===== config.mk =====
export PLATFORM = sky130hd
export DESIGN_NAME = unrnd_exp
export DESIGN_NICKNAME = d
export VERILOG_FILES = /design/src/rtl/unrnd_exp.sv
export SDC_FILE = /design/constraint.sdc
export NUM_CORES = 1
export LEC_CHECK = 0
export ABC_AREA = 0
export BUFFER_PORTS_ARGS = -buffer_cell sky130_fd_sc_hd__buf_2
export CORE_MARGIN = 2
export CORE_UTILIZATION = 45
export DETAILED_ROUTE_END_ITERATION = 12
export PLACE_DENSITY = 0.69
export SETUP_SLACK_MARGIN = 0.5
export SYNTH_ARGS = -nofsm -noshare
export SYNTH_HDL_FRONTEND = slang
export SYNTH_SLANG_ARGS = --single-unit

===== constraint.sdc =====
create_clock -name i_clk -period 6.8 [get_ports i_clk]
set_clock_uncertainty 0.05 [all_clocks]
set_input_delay 0.68 -clock i_clk [delete_from_list [all_inputs] [get_ports i_clk]]
set_output_delay 0.68 -clock i_clk [all_outputs]
set_load 0.03 [all_outputs]

===== src/rtl/unrnd_exp.sv =====
// unrnd_exp: restores DW_RND low-order bits onto a rounded sample.
// The fill is zero, the midpoint or LFSR dither. A 2-entry skid buffer
// decouples the upstream and downstream handshakes.
module unrnd_exp #(
    parameter int          DW_IN     = 8,
    parameter int          DW_RND    = 2,
    parameter int          DW_OUT    = DW_IN + DW_RND,
    parameter logic [15:0] LFSR_SEED = 16'hACE1
) (
    input  logic              i_clk,
    input  logic              i_rst,
    input  logic [DW_IN-1:0]  i_din,
    input  logic              i_valid,
    output logic              o_ready,
    input  logic [1:0]        i_mode,
    output logic [DW_OUT-1:0] o_dout,
    output logic              o_valid,
    input  logic              i_ready,
    output logic [15:0]       o_cnt
);

    // An all-zero seed would lock the LFSR, so it falls back to the default seed
    localparam logic [15:0] SEED_EFF = (LFSR_SEED == 16'h0000) ? 16'hACE1 : LFSR_SEED;

    typedef enum logic [1:0] {
        ST_EMPTY,
        ST_ONE,
        ST_FULL
    } state_t;

    state_t              state;
    logic [15:0]         lfsr;
    logic [15:0]         lfsr_next;
    logic                lfsr_fb;
    logic [DW_RND-1:0]   fill;
    logic [DW_OUT-1:0]   expanded;
    logic [DW_OUT-1:0]   slot0;
    logic [DW_OUT-1:0]   slot1;
    logic                accept;
    logic                consume;

    assign accept  = i_valid && o_ready;
    assign consume = o_valid && i_ready;

    // Fibonacci LFSR x^16+x^14+x^13+x^11+1, shifting left with feedback into bit 0
    assign lfsr_fb   = lfsr[15] ^ lfsr[13] ^ lfsr[12] ^ lfsr[10];
    assign lfsr_next = {lfsr[14:0], lfsr_fb};

    // Select the restored LSBs for the beat currently offered
    always_comb begin
        fill = '0;
        case (i_mode)
            2'b01:   fill[DW_RND-1] = 1'b1;
            2'b10:   fill = lfsr[DW_RND-1:0];
            default: fill = '0;
        endcase
    end

    assign expanded = DW_OUT'({i_din, fill});
    assign o_dout   = slot0;

    // Skid-buffer FSM: slot0 is always the oldest entry; flags are registered from the next state
    always_ff @(posedge i_clk) begin
        if (i_rst) begin
            state   <= ST_EMPTY;
            slot0   <= '0;
            slot1   <= '0;
            o_valid <= 1'b0;
            o_ready <= 1'b1;
            o_cnt   <= 16'h0000;
            lfsr    <= SEED_EFF;
        end else begin
            if (accept) begin
                o_cnt <= o_cnt + 16'd1;
                lfsr  <= lfsr_next;
            end
            case (state)
                ST_EMPTY: begin
                    if (accept) begin
                        slot0   <= expanded;
                        state   <= ST_ONE;
                        o_valid <= 1'b1;
                        o_ready <= 1'b1;
                    end
                end
                ST_ONE: begin
                    if (accept && !consume) begin
                        slot1   <= expanded;
                        state   <= ST_FULL;
                        o_valid <= 1'b1;
                        o_ready <= 1'b0;
                    end else if (!accept && consume) begin
                        state   <= ST_EMPTY;
                        o_valid <= 1'b0;
                        o_ready <= 1'b1;
                    end else if (accept && consume) begin
                        slot0 <= expanded;
                    end
                end
                ST_FULL: begin
                    if (consume) begin
                        slot0   <= slot1;
                        state   <= ST_ONE;
                        o_valid <= 1'b1;
                        o_ready <= 1'b1;
                    end
                end
                default: begin
                    state   <= ST_EMPTY;
                    o_valid <= 1'b0;
                    o_ready <= 1'b1;
                end
            endcase
        end
    end

endmodule


==> summary.md, run 1 <==
| Metric | Value |
|---|---|
| Startpoint types | input port |
| Standby leakage power | 1.18 nW |
| CTS tree | yes |
| CTS root buf | clkbuf_8 |
| Async SR Flop Fraction | 0% |
| FMAX | between 0.3 and 0.4 GHz |
| R2R Setup Slk | between 3 and 4 ns |
| Count of cell types in the netlist | 37 |
| Synthesized Nets | just over 300 |
| Worst hold-check path type | flip-flop to flip-flop |
| Area contributors post-synth | dfxtp_1 (46%), nand2_1 (9.5%), a21oi_1 (5.0%), nor2_1 (4.2%), xnor2_1 (3.6%) |
| GRT Overall Usage | between 15 and 20% |
| Most Crowded Layer GR | met2 |
| Gate Count Post-Synth | around 290 |
| Starting Density | 46.9% |
| Max IR drop VDD | about 0.14 mV |
| Fin crit share | 46.4% |
| Dpl cell area | ~0.0026 mm^2 |
| Main synth FF type | dfxtp_1 |
| Bufs on Longest Clock Path | 2 |
| Outcome | complete, no violations |
| Worst EP arrival | about 3.3 ns |
| Final HPWL from detailed placement | 3250 um |
| Worst slack, placed | 3.31 ns |
| CP delay by family, top | simple AND/OR/NAND/NOR gates |
| First-pass DRT Iterations | 4 |
| Antenna Cells | 0 |
| Slew Limit Headroom | 36.8% |
| Fin cells | 388 |
| Inst Count DP | 381 |
| Core ar. | 0.00514 mm^2 |
| Initial antenna violation count | 0 |
| PostCTS Resize Cnt | 0 |
| Bufs and invs on worst path | 2 |
| Clk pin slew, worst setup/hold paths | 0.09 ns |
| Layout cells sized above 1 | between 10% and 20% |
| Max-cap violations | 0 |
| Synth-to-Final Area Change | 14.3% |
| Die Y | roughly 77 um |
| Setup_tns | 0 ns |
| Final Max Slew Viols | 0 |
| DRC | 0 |
| Final wirelength | around 4700 um |
| Most common cell after layout, fill and taps aside | nand2_1 |
| GR Util met3 | under 10% |
| Cells along the critical path | buf_2 -> nand2_1 -> inv_2 -> ha_1 -> nand4bb_1 -> a21oi_1 -> or2_2 -> a311oi_1 |
| Slowest CP cell | a21oi_1 |
| Routing usage on met1 | about a fifth |
| Number of DRC markers in iteration 0 | slightly below 80 |
| Pwr dens | 257 mW/mm^2 |
| Cell Area, Synth | ~0.0024 mm^2 |
| Average vias per placed instance | between 5 and 6 |
| GPL Wtd Cong | a little under 0.8 |
| Most frequent cells in the layout | nand2_1 (61), dfxtp_1 (56), buf_2 (41), nor2_1 (27), a21oi_1 (24) |
| Nets | about 340 |
| Post-synth top area share | a little under half |
| Total via count in the routed design | 1994 |
| Tot Pwr | approximately 0.7 mW |
| Fill cell count | between 500 and 600 |
| Buffer count from post-CTS setup fixing | 0 |
| Post-layout util | between 50% and 60% |
| Largest net degree at the start of global routing | between 50 and 60 |
| Met2 GRT Util | ~29% |
| H-Tree Depth | 2 |
| FF/Latch Area | 0.00112 mm^2 |
| Synthesized flop and latch total | 56 |
| CP Capture Type | flip-flop |
| Port Buf Inserts | slightly above 40 |
| Final hold slack | ~0.40 ns |
| Leading area contributor after synthesis | dfxtp_1 |
| I/O Pins | 42 |
| Clock tree sinks | 56 |
| Num CTS Buffers | 5 |
| Hold Buf Count CTS | 0 |
| Avg Inst Size Synth | 8.43 um^2 |
| Final setup viols | 0 |
| Die ar. | between 0.005 and 0.006 mm^2 |
| CP Data Required Time | 6.90 ns |
| Kind of critical path | input port to flip-flop |
| Vias in the first global route | 1868 |
| Final hold violation count | 0 |
| Worst Tran Pin Value | roughly 0.95 ns |
| Post-route design area | roughly 0.0028 mm^2 |
| Slowest stage delay, CP | 0.63 ns |
| EDFF count, synth | 0 |
| Ys Warns | 0 |
| Routed Antenna Nets | 0 |
| Chip Width | ~77 um |
| Clk_lat worst skew | 0.30 ns |
| RSZ-0062 raised after global routing | no |
| WL/cell | approximately 12 um |
| Register area share after synthesis | 46.5% |
| Grt total ovfl | 0 |
| PnR worst setup slack | ~3.6 ns |
| Min Tclk post-route | 3.15 ns |
| First-pass GRT wire length | ~8200 um |
| Largest fanout on the critical path | 22 |
| Area of the multi-input gates | 0.00119 mm^2 |
| Row count | 26 |
[registers in the layout (all words and copies together), names as in the netlist]
name / count
lfsr: 16
o_cnt: 16
o_dout: 10
o_ready: 1
o_valid: 1
slot1: 10
state: 2
[tightest hold or removal path: cells and delay by family (launching register included)]
kind	cells	cell delay [ns]
flops	1	0.32
simple gates	1	0.05
compound gates	1	0.05
[final timing paths]
kind,from,to,cells past startpoint
max,i_valid,o_dout[5]$_SDFFE_PP0P_,8
min,lfsr[2]$_SDFFE_PP0P_,lfsr[3]$_SDFFE_PP0P_,2
max reg2reg,o_ready$_SDFFE_PP1P_,o_dout[5]$_SDFFE_PP0P_,7
min reg2reg,lfsr[2]$_SDFFE_PP0P_,lfsr[3]$_SDFFE_PP0P_,2
[power breakdown]
| group | switching (mW) | internal, mW |
|---|---|---|
| sequential | 0.0147 | 0.348 |
| clock | 0.104 | 0.145 |
| combinational | 0.0613 | 0.0357 |
| total | 0.180 | 0.528 |
[cell usage after synthesis, drive strengths merged, types with 2 or more instances]
library cell / count
nand3: 5
nand2: 61
nand3b: 10
nor4: 2
a21oi: 24
mux2i: 8
ha: 6
or4: 2
or3: 4
nor2b: 2
xnor2: 10
inv: 7
clkbuf: 12
dfxtp: 56
nor3: 16
buf: 4
a311oi: 9
xor2: 2
nor2: 27
o21ai: 7
nand4b: 2
[metal layers]
layer,routed length [um],share of wire [%]
met1,2260,48
met2,2250,48
met3,161,3.4
met4,47,0.99
met5,0,0
[final cells by class]
cell class,count,share of cell area [%]
Clock buffer,5,2.50
Clock inverter,2,2.18
Timing Repair Buffer,41,7.45
Sequential cell,56,40.7
Tap cell,70,3.18
Multi-Input combinational cell,207,43.1
Inverter,7,0.954
[logic make-up after synthesis]
kind of cell / count (synthesis) / synth area share [%]
AO/OA/AOI/OAI: 44 / 11.0
XOR/XNOR: 12 / 4.36
adder cells (fa/ha/maj): 6 / 3.11
buffers and inverters: 23 / 4.31
flip-flops: 56 / 46.5
multiplexers: 8 / 3.32
AND/OR/NAND/NOR: 137 / 27.5
Power figures use the tool's default switching activity.
==> run 2: changes to the inputs <==
--- a/config.mk
+++ b/config.mk
@@ -5,12 +5,12 @@
 export SDC_FILE = /design/constraint.sdc
 export NUM_CORES = 1
 export LEC_CHECK = 0
-export ABC_AREA = 0
+export ABC_AREA = 1
 export BUFFER_PORTS_ARGS = -buffer_cell sky130_fd_sc_hd__buf_2
 export CORE_MARGIN = 2
 export CORE_UTILIZATION = 45
 export DETAILED_ROUTE_END_ITERATION = 12
-export PLACE_DENSITY = 0.69
+export PLACE_DENSITY = 0.72
 export SETUP_SLACK_MARGIN = 0.5
 export SYNTH_ARGS = -nofsm -noshare
 export SYNTH_HDL_FRONTEND = slang
==> constraint.sdc (replaced) <==
create_clock -name i_clk -period 2.9 [get_ports i_clk]
set_clock_uncertainty 0.05 [all_clocks]
set_input_delay 0.29 -clock i_clk [delete_from_list [all_inputs] [get_ports i_clk]]
set_output_delay 0.29 -clock i_clk [all_outputs]
set_load 0.03 [all_outputs]
==> summary.md, run 2 <==
| Metric | Value |
|---|---|
| Outcome | complete, no violations (unchanged) |
| Endpoint, Worst Hold | o_cnt[11]$_SDFFE_PP0P_ (was lfsr[3]$_SDFFE_PP0P_) |
| CP Data Required Time | 3.08 ns (was 6.90 ns) |
| Final hold slack | 0.223 ns (was 0.405 ns) |
| Core ar. | 0.00520 mm^2 (was 0.00514 mm^2) |
| Nets | 403 (was 338) |
| Cell Area, Synth | 0.00247 mm^2 (was 0.00241 mm^2) |
| Hold depth | 2 (unchanged) |
| Worst hold-check path type | input port to flip-flop (was flip-flop to flip-flop) |
| Post-route design area | 0.00283 mm^2 (was 0.00276 mm^2) |
| Antenna Cells | 0 (unchanged) |
| Kind of critical path | flip-flop to flip-flop (was input port to flip-flop) |
| GRT Overall Usage | 16.8% (was 16.5%) |
| CTS root buf | clkbuf_8 (unchanged) |
| CP Capture Type | flip-flop (unchanged) |
| Max IR drop VDD | 0.435 mV (was 0.144 mV) |
| R2R Setup Slk | 0.84 ns (was 3.76 ns) |
| Starting Density | 47.4% (was 46.9%) |
| Final hold violation count | 0 (unchanged) |
| Gate Count Post-Synth | 345 (was 286) |
| Largest fanout on the critical path | 20 (was 22) |
| Chip Width | 78.0 um (was 77.2 um) |
| EDFF count, synth | 0 (unchanged) |
| Die ar. | 0.00609 mm^2 (was 0.00596 mm^2) |
| Ys Warns | 0 (unchanged) |
| Bufs on Longest Clock Path | 2 (unchanged) |
| Post-synth top area share | 45.5% (was 46.5%) |
| Largest registers | lfsr (16), o_cnt (16) (unchanged) |
| Synthesized flop and latch total | 56 (unchanged) |
| Final setup viols | 0 (unchanged) |
| Most common cell after layout, fill and taps aside | nand2_1 (unchanged) |
| Avg Inst Size Synth | 7.15 um^2 (was 8.43 um^2) |
| Reg2Reg Depth | 8 (was 7) |
| Setup_tns | 0 ns (unchanged) |
| Row count | 26 (unchanged) |
| Synthesized Nets | 365 (was 306) |
| H-Tree Depth | 2 (unchanged) |
| Area contributors post-synth | dfxtp_1 (45%), nand2_1 (10%), nor2_1 (9.6%), o21ai_0 (7.7%), inv_1 (5.2%) (was dfxtp_1 (46%), nand2_1 (9.5%), a21oi_1 (5.0%), nor2_1 (4.2%), xnor2_1 (3.6%)) |
| PostCTS Resize Cnt | 0 (unchanged) |
| Min-delay src | i_rst (was lfsr[2]$_SDFFE_PP0P_) |
| Largest net degree at the start of global routing | 31 (was 57) |
| Min Tclk post-route | slightly above 2 ns |
| Max-cap violations | 0 (unchanged) |
| Final HPWL from detailed placement | 3510 um (was 3250 um) |
| Most frequent cells after synthesis | nand2_1 (66), nor2_1 (63), dfxtp_1 (56) (was nand2_1 (61), dfxtp_1 (56), nor2_1 (27)) |
| Dpl cell area | 0.00272 mm^2 (was 0.00263 mm^2) |
| Worst Tran Pin Value | 0.626 ns (was 0.947 ns) |
| WL/cell | 10.6 um (was 12.2 um) |
| Buffer count from post-CTS setup fixing | 0 (unchanged) |
| DRC | 0 (unchanged) |
| RSZ-0062 raised after global routing | no (unchanged) |
| Initial antenna violation count | 0 (unchanged) |
| CTS tree | yes (unchanged) |
| Routed Antenna Nets | 0 (unchanged) |
| Number of DRC markers in iteration 0 | 116 (was 78) |
| First-pass GRT wire length | 8390 um (was 8180 um) |
| Vias in the first global route | 1929 (was 1868) |
| Num CTS Buffers | 5 (unchanged) |
| Standby leakage power | 1.31 nW (was 1.18 nW) |
| First-pass DRT Iterations | 5 (was 4) |
| Final wirelength | 4820 um (was 4730 um) |
| Hold Buf Count CTS | 0 (unchanged) |
| Port Buf Inserts | 41 (unchanged) |
| I/O Pins | 42 (unchanged) |
| Synth-to-Final Area Change | 14.7% (was 14.3%) |
| Average vias per placed instance | 4.77 (was 5.14) |
| Layout cells sized above 1 | 16.4% (was 17.3%) |
| Clock tree sinks | 56 (unchanged) |
| Worst r2r src | o_ready$_SDFFE_PP1P_ (unchanged) |
| Pwr dens | 694 mW/mm^2 (was 257 mW/mm^2) |
| Tot Pwr | 1.96 mW (was 0.708 mW) |
| Count of cell types in the netlist | 29 (was 37) |
| Main synth FF type | dfxtp_1 (unchanged) |
| Register area share after synthesis | 45.5% (was 46.5%) |
| Clk_lat worst skew | 0.30 ns (about the same) |
| Most frequent cell after synthesis | nand2_1 (unchanged) |
| GPL Wtd Cong | 0.817 (was 0.787) |
| Leading area contributor after synthesis | dfxtp_1 (unchanged) |
| Final Max Slew Viols | 0 (unchanged) |
| Worst EP arrival | 2.24 ns (was 3.26 ns) |
| Clk pin slew, worst setup/hold paths | 0.10 ns (was 0.09 ns) |
| Most frequent cells in the layout | nand2_1 (66), nor2_1 (63), dfxtp_1 (56), buf_2 (41), o21ai_0 (38) (was nand2_1 (61), dfxtp_1 (56), buf_2 (41), nor2_1 (27), a21oi_1 (24)) |
| Fin crit share | between 70% and 80% |
| Slew Limit Headroom | 58.1% (was 36.8%) |
| Die Y | 78.0 um (was 77.2 um) |
| Total via count in the routed design | 2164 (was 1994) |
| Reg2reg end | o_valid$_SDFFE_PP0P_ (was o_dout[5]$_SDFFE_PP0P_) |
| Async SR Flop Fraction | 0% (unchanged) |
| FMAX | ~0.49 GHz |
| Startpoint types | flip-flop (was input port) |
| Grt total ovfl | 0 (unchanged) |
## run 2: critical path, cell delays in order (launching register included)
cell and delay, ns:
dfxtp_1 0.39, nand2_1 0.09, clkinv_1 0.05, buf_4 0.20, ha_1 0.19, nand3_1 0.45
inv_1 0.28, o21ai_0 0.12, a21oi_1 0.15
## run 2: worst max-delay path by stage
stage | cells after the start | startpoint | slack, ns | end
final | 8 | o_ready$_SDFFE_PP1P_ | 0.84 | o_valid$_SDFFE_PP0P_
after global routing | 8 | o_ready$_SDFFE_PP1P_ | 0.58 | o_valid$_SDFFE_PP0P_
after CTS | 8 | o_ready$_SDFFE_PP1P_ | 0.83 | o_valid$_SDFFE_PP0P_
after detailed placement | 9 | i_valid | 0.83 | o_valid$_SDFFE_PP0P_
after global placement | 9 | i_valid | 0.92 | o_valid$_SDFFE_PP0P_
after floorplan | 10 | o_ready$_SDFFE_PP1P_ | 0.90 | o_dout[3]$_SDFFE_PP0P_
## run 2: cell families after synthesis
group | synth area share [%]
AND/OR/NAND/NOR | 27.3
XOR/XNOR | 1.42
AO/OA/AOI/OAI | 13.9
flip-flops | 45.5
adder cells (fa/ha/maj) | 3.04
buffers and inverters | 8.88
## run 2: final cells by class
cell class / instances / area [um^2]
fill: 529 / 2380
multi-input combinational: 237 / 1130
sequential: 56 / 1120
timing repair buffer: 44 / 240
inverter: 39 / 146
tap: 70 / 87.6
clock buffer: 6 / 72.6
clock inverter: 2 / 35.0
## run 2: routing by layer
metal  routed length (um)  global-route usage, %  up-vias
met3                  167                   3.45        6
met2                 2240                   27.7       29
li1                     -                      -     1168
met1                 2350                   22.1      961
met4                   55                   5.79        0
met5                    0                      0        -
## run 2: report_power, final
group | leakage [nW] | switching [mW] | internal (mW)
Sequential | 0.460 | 0.0647 | 0.881
Combinational | 0.795 | 0.351 | 0.168
Clock | 0.0552 | 0.242 | 0.257
Total | 1.31 | 0.658 | 1.31
## run 2: stage by stage
stage	worst slack, ns	utilization (%)	instances
2_1_floorplan	0.904	-	345
3_3_place_gp	0.919	52.3	446
3_5_place_dp	0.831	52.3	446
4_1_cts	0.834	54.4	454
5_1_grt	0.579	54.4	454
6_report	0.839	54.4	454
==> run 3: changes to the inputs <==
--- a/config.mk
+++ b/config.mk
@@ -10,7 +10,7 @@
 export CORE_MARGIN = 2
 export CORE_UTILIZATION = 45
 export DETAILED_ROUTE_END_ITERATION = 12
-export PLACE_DENSITY = 0.72
+export PLACE_DENSITY = 0.69
 export SETUP_SLACK_MARGIN = 0.5
 export SYNTH_ARGS = -nofsm -noshare
 export SYNTH_HDL_FRONTEND = slang
==> constraint.sdc (replaced) <==
create_clock -name i_clk -period 1.9 [get_ports i_clk]
set_clock_uncertainty 0.05 [all_clocks]
set_input_delay 0.19 -clock i_clk [delete_from_list [all_inputs] [get_ports i_clk]]
set_output_delay 0.19 -clock i_clk [all_outputs]
set_load 0.03 [all_outputs]
==> summary.md, run 3 (same netlist as run 2, synthesis figures left out) <==
| Metric | Value |
|---|---|
| Worst Tran Pin Value | 0.302 ns (was 0.626 ns) |
| CTS tree | yes (unchanged) |
| Core ar. | 0.00520 mm^2 (unchanged) |
| Largest registers | lfsr (16), o_cnt (16) (unchanged) |
| CP Capture Type | flip-flop (unchanged) |
| FF/Latch Area | 0.00113 mm^2 (was 0.00112 mm^2) |
| Total via count in the routed design | 2236 (was 2164) |
| Clk pin slew, worst setup/hold paths | 0.10 ns (about the same) |
| Initial antenna violation count | 0 (unchanged) |
| Num CTS Buffers | 5 (unchanged) |
| Nets | 414 (was 403) |
| Tot Pwr | 3.18 mW (was 1.96 mW) |
| Pwr dens | 1040 mW/mm^2 (was 694 mW/mm^2) |
| Die ar. | 0.00609 mm^2 (unchanged) |
| First-pass GRT wire length | 8810 um (was 8390 um) |
| Final hold violation count | 0 (unchanged) |
| Final wirelength | 5220 um (was 4820 um) |
| CTS root buf | clkbuf_8 (unchanged) |
| Port Buf Inserts | 41 (unchanged) |
| CP Data Required Time | 2.06 ns (was 3.08 ns) |
| Largest fanout on the critical path | 7 (was 20) |
| I/O Pins | 42 (unchanged) |
| DRC | 0 (unchanged) |
| Hold Buf Count CTS | 0 (unchanged) |
| Outcome | complete, no violations (unchanged) |
| Worst slack, placed | 0.217 ns (was 0.831 ns) |
| Worst EP arrival | 1.62 ns (was 2.24 ns) |
| Worst r2r src | o_ready$_SDFFE_PP1P_ (unchanged) |
| Final hold slack | 0.106 ns (was 0.223 ns) |
| H-Tree Depth | 2 (unchanged) |
| Post-layout util | 58.8% (was 54.4%) |
| Grt total ovfl | 0 (unchanged) |
| Startpoint types | flip-flop (unchanged) |
| Number of DRC markers in iteration 0 | 123 (was 116) |
| Most common cell after layout, fill and taps aside | nand2_1 (unchanged) |
| Kind of critical path | flip-flop to flip-flop (unchanged) |
| Worst hold-check path type | input port to flip-flop (unchanged) |
| Die Y | 78.0 um (unchanged) |
| GPL Wtd Cong | 0.795 (was 0.817) |
| Row count | 26 (unchanged) |
| Routed Antenna Nets | 0 (unchanged) |
| Final setup viols | 0 (unchanged) |
| Min-delay src | i_din[7] (was i_rst) |
| First-pass DRT Iterations | 4 (was 5) |
| CP startpoint | o_ready$_SDFFE_PP1P_ (unchanged) |
| Max-cap violations | 0 (unchanged) |
| Synth-to-Final Area Change | 24.2% (was 14.7%) |
| Max IR drop VDD | 0.543 mV (was 0.435 mV) |
| Area of the multi-input gates | 0.00128 mm^2 (was 0.00113 mm^2) |
| Starting Density | 47.4% (unchanged) |
| Clock tree sinks | 56 (unchanged) |
| GRT Overall Usage | 17.7% (was 16.8%) |
| Fill cell count | 493 (was 529) |
| Bufs on Longest Clock Path | 2 (unchanged) |
| PnR worst setup slack | 0.443 ns (was 0.839 ns) |
| WL/cell | 11.2 um (was 10.6 um) |
| Final HPWL from detailed placement | 3510 um (about the same) |
| Average vias per placed instance | 4.81 (was 4.77) |
| Standby leakage power | 1.38 nW (was 1.31 nW) |
| RSZ-0062 raised after global routing | yes (was no) |
| Min Tclk post-route | 1.46 ns (was 2.06 ns) |
| Most frequent cells in the layout | nand2_1 (63), nor2_1 (59), dfxtp_1 (51), buf_2 (41), inv_1 (31) (was nand2_1 (66), nor2_1 (63), dfxtp_1 (56), buf_2 (41), o21ai_0 (38)) |
| Clk_lat worst skew | 0.30 ns (about the same) |
| Final Max Slew Viols | 0 (unchanged) |
| Setup_tns | 0 ns (unchanged) |
| Chip Width | 78.0 um (unchanged) |
| Vias in the first global route | 1994 (was 1929) |
| Slew Limit Headroom | 79.8% (was 58.1%) |
| Antenna Cells | 0 (unchanged) |
| FMAX | 0.687 GHz (was 0.485 GHz) |
| Fin crit share | 76.7% (was 71.1%) |
| Layout cells sized above 1 | 26.1% (was 16.4%) |
| Largest net degree at the start of global routing | 24 (was 31) |
[run 3: changes by cell type in the layout (fill, tap and decap cells not counted), moves of 3 or more]
cell     previous run  this run
buf_4               2        10
o21ai_0            38        15
nor2_1             63        59
inv_1              34        31
o21ai_1             5        19
inv_6               0         4
dfxtp_2             0         3
dfxtp_1            56        51
o21ai_2             0         9
nand2_4             1         5
nand2_1            66        63
[run 3: timing repair]
action | in CTS | in global routing
pin swaps | 8 | 13
setup buffers | 5 | 1
gates resized for setup | 14 | 27
endpoints found under the setup margin | 25 | 32
cloned | 3 | 0
[run 3: worst paths after layout]
path | endpoint | slack, ns | depth (start not counted)
max | o_dout[9]$_SDFFE_PP0P_ | 0.44 | 9
min | slot1[9]$_SDFFE_PP0P_ | 0.11 | 3
max reg2reg | o_dout[9]$_SDFFE_PP0P_ | 0.44 | 9
min reg2reg | slot1[0]$_SDFFE_PP0P_ | 0.40 | 2
[run 3: layout make-up]
class / instances / share of cell area (%)
Inverter: 39 / 5.35
Clock buffer: 6 / 2.70
Tap cell: 70 / 2.86
Sequential cell: 56 / 37.0
Timing Repair Buffer: 52 / 9.52
Multi-Input combinational cell: 239 / 41.7
Clock inverter: 2 / 0.572
Timing Repair inverter: 1 / 0.286
[run 3: per-layer routing]
| layer | share of wire, % | GRT usage, % | up-vias |
|---|---|---|---|
| met2 | 47 | 30.3 | 46 |
| met1 | 48 | 22.5 | 989 |
| met3 | 3.7 | 4.02 | 4 |
| li1 | - | - | 1197 |
| met5 | 0 | 0 | - |
| met4 | 0.75 | 4.74 | 0 |
[run 3: power by group]
| group | total (mW) | switching [mW] | internal [mW] |
|---|---|---|---|
| sequential | 1.47 | 0.114 | 1.35 |
| combinational | 1.01 | 0.656 | 0.351 |
| clock | 0.700 | 0.394 | 0.306 |
| total | 3.18 | 1.16 | 2.01 |
[run 3: through the flow]
stage,cell area (um^2),std cells
floorplan,2530,345
global placement,2760,448
detailed placement,2760,448
CTS,2980,464
global route,3060,465
finish,3060,465
[run 3: critical path: stages (launching register included)]
cell and delay [ns]:
dfxtp_4 0.38, nand2_8 0.09, clkinv_8 0.06, ha_4 0.15, nor2_2 0.07, nand3b_1 0.12, nand2_4 0.14, nand2_8 0.11
o21ai_2 0.13, nor2_1 0.06
